===== src/rtl/multicycle_control_fsm.sv =====
// Main control FSM for the multicycle RV32I datapath: sequences fetch/decode/execute/memory/writeback.
// Optional bne support in the BEQ state is enabled by defining MULTICYCLE_BNE_EN.
module multicycle_control_fsm #(
  parameter logic [3:0] RESET_STATE = 4'd0
) (
  input  logic       clk,
  input  logic       reset_n,
  input  logic [6:0] op,
  input  logic [2:0] funct3,
  input  logic       zero,
  input  logic       mem_ready,
  output logic       pc_write,
  output logic       adr_src,
  output logic       mem_write,
  output logic       ir_write,
  output logic [1:0] result_src,
  output logic [1:0] alu_src_a,
  output logic [1:0] alu_src_b,
  output logic [1:0] alu_op,
  output logic [1:0] imm_src,
  output logic       reg_write,
  output logic       retire,
  output logic       illegal_op,
  output logic [3:0] state
);

  localparam logic [3:0] FETCH    = 4'd0;
  localparam logic [3:0] DECODE   = 4'd1;
  localparam logic [3:0] MEMADR   = 4'd2;
  localparam logic [3:0] MEMREAD  = 4'd3;
  localparam logic [3:0] MEMWB    = 4'd4;
  localparam logic [3:0] MEMWRITE = 4'd5;
  localparam logic [3:0] EXECUTER = 4'd6;
  localparam logic [3:0] EXECUTEI = 4'd7;
  localparam logic [3:0] ALUWB    = 4'd8;
  localparam logic [3:0] BEQ      = 4'd9;
  localparam logic [3:0] JAL      = 4'd10;

  localparam logic [6:0] OP_LW   = 7'b0000011;
  localparam logic [6:0] OP_SW   = 7'b0100011;
  localparam logic [6:0] OP_R    = 7'b0110011;
  localparam logic [6:0] OP_I    = 7'b0010011;
  localparam logic [6:0] OP_BRCH = 7'b1100011;
  localparam logic [6:0] OP_JAL  = 7'b1101111;

  logic [3:0] r_state;
  logic [3:0] w_next;
  logic       w_pc_update;
  logic       w_branch;
  logic       w_take;
  logic       w_br_ok;

`ifdef MULTICYCLE_BNE_EN
  assign w_take  = funct3[0] ? ~zero : zero;
  assign w_br_ok = (funct3 == 3'b000) || (funct3 == 3'b001);
`else
  logic w_unused_funct3;
  assign w_unused_funct3 = ^funct3;
  assign w_take  = zero;
  assign w_br_ok = 1'b1;
`endif

  always_ff @(posedge clk or negedge reset_n) begin
    if (!reset_n) r_state <= RESET_STATE;
    else          r_state <= w_next;
  end

  always_comb begin
    unique case (op)
      OP_SW:   imm_src = 2'b01;
      OP_BRCH: imm_src = 2'b10;
      OP_JAL:  imm_src = 2'b11;
      default: imm_src = 2'b00;
    endcase
  end

  always_comb begin
    w_next      = FETCH;
    w_pc_update = 1'b0;
    w_branch    = 1'b0;
    adr_src     = 1'b0;
    mem_write   = 1'b0;
    ir_write    = 1'b0;
    result_src  = 2'b00;
    alu_src_a   = 2'b00;
    alu_src_b   = 2'b00;
    alu_op      = 2'b00;
    reg_write   = 1'b0;
    retire      = 1'b0;
    illegal_op  = 1'b0;
    case (r_state)
      FETCH: begin
        alu_src_b   = 2'b10;
        result_src  = 2'b10;
        ir_write    = mem_ready;
        w_pc_update = mem_ready;
        w_next      = mem_ready ? DECODE : FETCH;
      end
      DECODE: begin
        alu_src_a = 2'b01;
        alu_src_b = 2'b01;
        case (op)
          OP_LW, OP_SW: w_next = MEMADR;
          OP_R:         w_next = EXECUTER;
          OP_I:         w_next = EXECUTEI;
          OP_JAL:       w_next = JAL;
          OP_BRCH: begin
            w_next     = w_br_ok ? BEQ : FETCH;
            illegal_op = ~w_br_ok;
          end
          default:      illegal_op = 1'b1;
        endcase
      end
      MEMADR: begin
        alu_src_a = 2'b10;
        alu_src_b = 2'b01;
        w_next    = (op == OP_LW) ? MEMREAD : MEMWRITE;
      end
      MEMREAD: begin
        adr_src = 1'b1;
        w_next  = mem_ready ? MEMWB : MEMREAD;
      end
      MEMWB: begin
        result_src = 2'b01;
        reg_write  = 1'b1;
        retire     = 1'b1;
      end
      MEMWRITE: begin
        adr_src   = 1'b1;
        mem_write = 1'b1;
        retire    = mem_ready;
        w_next    = mem_ready ? FETCH : MEMWRITE;
      end
      EXECUTER: begin
        alu_src_a = 2'b10;
        alu_op    = 2'b10;
        w_next    = ALUWB;
      end
      EXECUTEI: begin
        alu_src_a = 2'b10;
        alu_src_b = 2'b01;
        alu_op    = 2'b10;
        w_next    = ALUWB;
      end
      ALUWB: begin
        reg_write = 1'b1;
        retire    = 1'b1;
      end
      JAL: begin
        alu_src_a   = 2'b01;
        alu_src_b   = 2'b10;
        w_pc_update = 1'b1;
        w_next      = ALUWB;
      end
      BEQ: begin
        alu_src_a = 2'b10;
        alu_op    = 2'b01;
        w_branch  = 1'b1;
        retire    = 1'b1;
      end
      default: ;
    endcase
  end

  assign pc_write = w_pc_update | (w_branch & w_take);
  assign state    = r_state;

endmodule


===== config.mk =====
export PLATFORM = sky130hd
export DESIGN_NAME = multicycle_control_fsm
export DESIGN_NICKNAME = d
export VERILOG_FILES = /design/src/rtl/multicycle_control_fsm.sv
export SDC_FILE = /design/constraint.sdc
export NUM_CORES = 1
export LEC_CHECK = 0
export CAP_MARGIN = 20
export CORE_UTILIZATION = 30
export CTS_BUF_LIST = sky130_fd_sc_hd__clkbuf_16
export DETAILED_ROUTE_END_ITERATION = 8
export PLACE_DENSITY = 0.69
export SYNTH_ARGS = -nofsm -noshare
export SYNTH_HDL_FRONTEND = slang
export SYNTH_SLANG_ARGS = --single-unit

===== constraint.sdc =====
create_clock -name clk -period 3.4 [get_ports clk]
set_input_delay 0.68 -clock clk [delete_from_list [all_inputs] [get_ports clk]]
set_output_delay 0.68 -clock clk [all_outputs]
set_load 0.01 [all_outputs]

==> results of run 1 <==
layout make-up:
type                       count  area (um^2)
sequential                     4          100
inverter                       2         7.51
clock buffer                   3         75.1
tap                           25         31.3
timing repair buffer          31          310
fill                         174          783
multi-input combinational     71          419
where the power goes:
| group | switching, W | total [W] | internal, W |
|---|---|---|---|
| clock network | 0.0000313 | 0.000181 | 0.000150 |
| registers | 0.00000865 | 0.0000582 | 0.0000495 |
| logic | 0.0000326 | 0.0000800 | 0.0000474 |
| total | 0.0000726 | 0.000320 | 0.000247 |
cell usage in the layout, fill, tap and decap left out, types with 4 or more instances in the layout:
master           netlist  final
nand2b_1               5      5
nor2b_1                5      5
nor3_1                 6      6
nand2_1                6      6
dfrtp_1                4      4
a21oi_1                7      7
nor2_1                10     10
clkdlybuf4s50_1        0     31
layer usage:
layer  vias up  global-route usage (%)  wire, um
li1        358                       -         -
met1       309                    19.3       743
met2        18                    25.2       653
met3         4                    3.60        60
met4         0                    9.09        26
met5         -                       0         0
synth_stat cells:
master    instances
nor3_2            1
or4_1             1
a22o_1            1
and2_1            1
nor2_1           10
o21a_1            1
nor2b_1           5
nand2_1           6
o21ai_1           1
nor4_1            2
inv_1             1
a22oi_1           1
buf_4             1
nand3_1           3
o22ai_1           1
nor2b_4           1
o221ai_1          1
mux2i_1           1
and3_1            3
clkbuf_1          1
a21o_1            2
nor2_2            1
a211oi_1          2
o21ai_0           1
xnor2_1           2
nand3b_1          2
nor3_1            6
a31oi_1           2
inv_2             1
a21oi_1           7
nand2b_1          5
dfrtp_1           4
or2b_1            1
buf_2             4
worst max-delay path: cells and delay by family:
| family | cells | cell delay [ns] |
|---|---|---|
| buffers and inverters | 2 | 1.01 |
| and+or+nand+nor | 4 | 0.72 |
per-stage QoR:
stage / area, um^2 / setup WS (ns)
final: 943 / 0.310
after detailed placement: 868 / 0.322
after CTS: 943 / 0.311
after global placement: 868 / 0.304
after floorplan: 558 / 1.25
after global routing: 943 / 0.212
path summary, 6_finish.rpt:
kind,from,end,slack (ns),cells past startpoint
min in group clk,state[3]$_DFF_PN0_,state[0]$_DFF_PN0_,0.77,1
min,reset_n,state[0]$_DFF_PN0_,0.66,1
max,op[5],illegal_op,0.31,6
min reg2reg,state[3]$_DFF_PN0_,state[0]$_DFF_PN0_,0.77,1
max reg2reg,state[0]$_DFF_PN0_,state[0]$_DFF_PN0_,1.68,4
max in group asynchronous,reset_n,state[2]$_DFF_PN0_,2.58,1
kinds of logic after synthesis:
family,after synthesis
XOR/XNOR,2
buffers and inverters,8
AO/OA/AOI/OAI,20
multiplexers,1
AND/OR/NAND/NOR,48
flip-flops,4
==> metrics, run 1 <==
cell count after synthesis=83; crit path launch type=input port; final max-slew violation count=0; syn nets=97; GPL Wtd Cong=0.733; largest net degree at the start of global routing=21; Period minus WS final=3.09 ns; Clk pin slew, worst setup/hold paths=0.03 ns; Post-Syn Area=558 um^2; layout cell share with drive strength beyond 1=6.31%; register area share after synthesis=17.9%; Pwr Total=0.000320 W; critical path peak fanout=4; Cells after DPL=133; number of global-route vias before repair=561; Rows=15; initial antenna violation count=0; via count=689; fmax=0.324 GHz; status=completed; Crit-path slowest cell=clkdlybuf4s50_1; Max Cap Viol=0; Synth Area in Compound Gates=22.6%; Leakage=0.365 nW; DR pass1 iterations=4; mux cell area share after synthesis=1.79%; nets=127; die width=45.1 um; Global Route Usage Sum=15.8%; Slew HR=60.4%; Fin Hold WS=0.657 ns; final wirelength=1.48 mm; setup TNS=0 ns; DR WL/cell=10.9 um; TritonCTS buffer count=3; Die Area=2040 um^2; crit-path cells=clkdlybuf4s50_1 > nor2b_1 > and3_1 > and3_1 > nor3_1 > clkdlybuf4s50_1; kind of critical path=in2out; Worst EP required=2.72 ns; port bufs=31; utilization after layout=54.6%; Core ar.=1730 um^2; Largest stage delay, worst path=0.56 ns; via/cell ratio=5.07; clk_lat worst skew=0.22 ns; Initial DRC Count=5; Worst Skew=0.000482 ns; Crit. End Element=output pin; worst path arrival time=2.41 ns; ANT nets after route=0; Syn Area/Cell=6.72 um^2; Synth top area share=17.9%; cell taking the most area after synthesis=dfrtp_1; Area Growth Syn to Fin=69.1%; register bit total from synthesis=4; Worst Tran Pin Value=0.595 ns; PwrDens=339 nW/um^2; post-synthesis xor/xnor area fraction=3.14%; period utilisation layout=90.9%; first-pass GRT wire length=2.31 mm; Synth Area in Adders=0%; Cell variety after synth=34; # setup viols final=0; Layout Cells excl Fill=136; H-tree Lvls=1; Simple-Gate Fraction of Synth Area=47.5%; peak supply drop=355 uV; max reg flops=4; Post-CTS Setup Repair Bufs=0; RSZ-0062 raised after global routing=false; clk sinks=4; root cell of the clock tree=clkbuf_16; DIE HEIGHT=45.1 um; clk buf depth=2; post-cts sizing count=0; Final Hold Violating Endpoints=0; starting density of the core=32.3%; cts hold-fix bufs=0; warning count from the yosys run=0; # diodes=0; grt total ovfl=0; CTS tree=yes; Hold Crit Class=in2async; io pins=35; DRC=0; post-detail-place hpwl=1.09 mm; largest family of logic cells by synthesized area=simple AND/OR/NAND/NOR gates; top cells by area, synth=dfrtp_1 (18%), nor2_1 (6.7%), a21oi_1 (6.3%)
(Power assumes the default switching activity.)
==> run 2: changes to the inputs <==
--- a/config.mk
+++ b/config.mk
@@ -6,6 +6,7 @@
 export NUM_CORES = 1
 export LEC_CHECK = 0
 export CAP_MARGIN = 20
+export CORE_MARGIN = 2
 export CORE_UTILIZATION = 30
 export CTS_BUF_LIST = sky130_fd_sc_hd__clkbuf_16
 export DETAILED_ROUTE_END_ITERATION = 8
==> constraint.sdc (replaced) <==
create_clock -name clk -period 2.85 [get_ports clk]
set_input_delay 0.57 -clock clk [delete_from_list [all_inputs] [get_ports clk]]
set_output_delay 0.57 -clock clk [all_outputs]
set_load 0.01 [all_outputs]
==> run 2 against run 1 <==
Effect of this change:
- wire length is 14% higher
- cell count is 4.4% higher
- sequential cell count stayed put
- clock skew is 0.0011 ns higher
- largest cell class unchanged
==> metrics, run 2 (synthesis gave the netlist of run 1 again) <==
H-tree Lvls=1; # setup viols final=0; layout cell share with drive strength beyond 1=11.1%; Clock power frac=56.0%; first-pass GRT wire length=2.69 mm; DIE HEIGHT=47.1 um; Period minus WS final=2.71 ns; ANT nets after route=0; Clk pin slew, worst setup/hold paths=0.03 ns; grt total ovfl=0; DR WL/cell=11.9 um; kind of critical path=in2out; post-detail-place hpwl=1.26 mm; die width=47.1 um; fmax=0.369 GHz; peak supply drop=475 uV; clk buf depth=2; final max-slew violation count=0; placed instance area=913 um^2; Core ar.=1750 um^2; critical path peak fanout=3; DR pass1 iterations=4; Area Growth Syn to Fin=77.6%; final wirelength=1.69 mm; period utilisation layout=95.1%; clk_lat worst skew=0.22 ns; Final Hold Violating Endpoints=0; number of global-route vias before repair=623; Die Area=2220 um^2; Flop pwr share=16.9%; port bufs=31; Global Route Usage Sum=16.8%; Rows=15; status=completed; setup TNS=0 ns; Worst EP required=2.28 ns; pre-CTS setup slack=0.0461 ns; Initial DRC Count=15; RSZ-0062 raised after global routing=false; most common cell after layout, fill and taps aside=clkdlybuf4s50_1; Leakage=0.408 nW; Slew HR=56.0%; storage element area=100 um^2; fill cell total of the finished layout=178; setup ws final=0.140 ns; crit path launch type=input port; Post-Layout Inst Area=991 um^2; Crit. End Element=output pin; TritonCTS buffer count=3; initial antenna violation count=0; Net Switching=0.0000913 W; Max Cap Viol=0; Hold Crit Class=in2async; most frequent cells in the layout=clkdlybuf4s50_1 (30), nor2_1 (10), a21oi_1 (7); Worst Skew=0.00153 ns; PwrDens=394 nW/um^2; clk sinks=4; via count=711; largest net degree at the start of global routing=20; GPL Wtd Cong=0.782; Comb power frac=27.1%; via/cell ratio=5.01; io pins=35; CTS tree=yes; max reg flops=4; Pint=0.000300 W; Switching Fraction=23.4%; starting density of the core=32.0%; # diodes=0; Post-CTS Setup Repair Bufs=0; root cell of the clock tree=clkbuf_16; Worst Tran Pin Value=0.660 ns; area of the multi-input gates=419 um^2; nets=133; worst path arrival time=2.14 ns; DRC=0
-- run 2: layout make-up --
| class | instances | share of cell area [%] |
|---|---|---|
| timing repair buffer | 37 | 36.1 |
| clock buffer | 3 | 7.58 |
| tap | 25 | 3.16 |
| sequential | 4 | 10.1 |
| multi-input combinational | 71 | 42.3 |
| inverter | 2 | 0.758 |
-- run 2: final timing paths --
kind / to / start / slack [ns] / cells after the start
setup / recovery: imm_src[1] / op[5] / 0.14 / 5
max in group asynchronous: state[0]$_DFF_PN0_ / reset_n / 2.11 / 1
hold reg to reg: state[0]$_DFF_PN0_ / state[3]$_DFF_PN0_ / 0.73 / 1
setup reg to reg: state[0]$_DFF_PN0_ / state[1]$_DFF_PN0_ / 1.24 / 4
hold / removal: state[1]$_DFF_PN0_ / reset_n / 0.56 / 1
min in group clk: state[0]$_DFF_PN0_ / state[3]$_DFF_PN0_ / 0.73 / 1
-- run 2: worst max-delay path, stage by stage --
cell and delay [ns]:
clkdlybuf4s50_1 0.46, nor2b_1 0.16, and3_1 0.19, and3_1 0.20, clkdlybuf4s50_1 0.55
-- run 2: through the flow --
| step | utilization (%) | power, W | instances | hold slack (ns) |
|---|---|---|---|---|
| final | 56.8 | 0.000391 | 142 | 0.560 |
| after global routing | 56.8 | 0.000411 | 142 | 0.574 |
| after CTS | 56.6 | 0.000395 | 142 | 0.563 |
| after detailed placement | 52.3 | 0.000173 | 139 | 0.727 |
| after global placement | 52.3 | 0.000171 | 139 | 0.733 |
| after floorplan | - | 0.000114 | 83 | 0.274 |
-- run 2: layer usage --
metal / up-vias / global-route usage (%) / part of all wire (%)
met1: 321 / 22.2 / 43
met4: 0 / 3.33 / 0
li1: 365 / - / -
met3: 0 / 4.62 / 5.4
met2: 25 / 27.7 / 51
met5: - / 0 / 0
-- run 2: power groups by stage --
stage	Combinational (W)	Sequential (W)	Clock [W]
2_1_floorplan	0.0000520	0.0000622	0
3_3_place_gp	0.000105	0.0000665	0
3_5_place_dp	0.000106	0.0000665	0
4_1_cts	0.000107	0.0000659	0.000222
5_1_grt	0.000116	0.0000669	0.000228
6_report	0.000106	0.0000659	0.000219
-- run 2: what timing repair did --
item / CTS / global route
resized for setup: 0 / 1
hold buffers: 0 / 0
endpoints found under the setup margin: 0 / 1
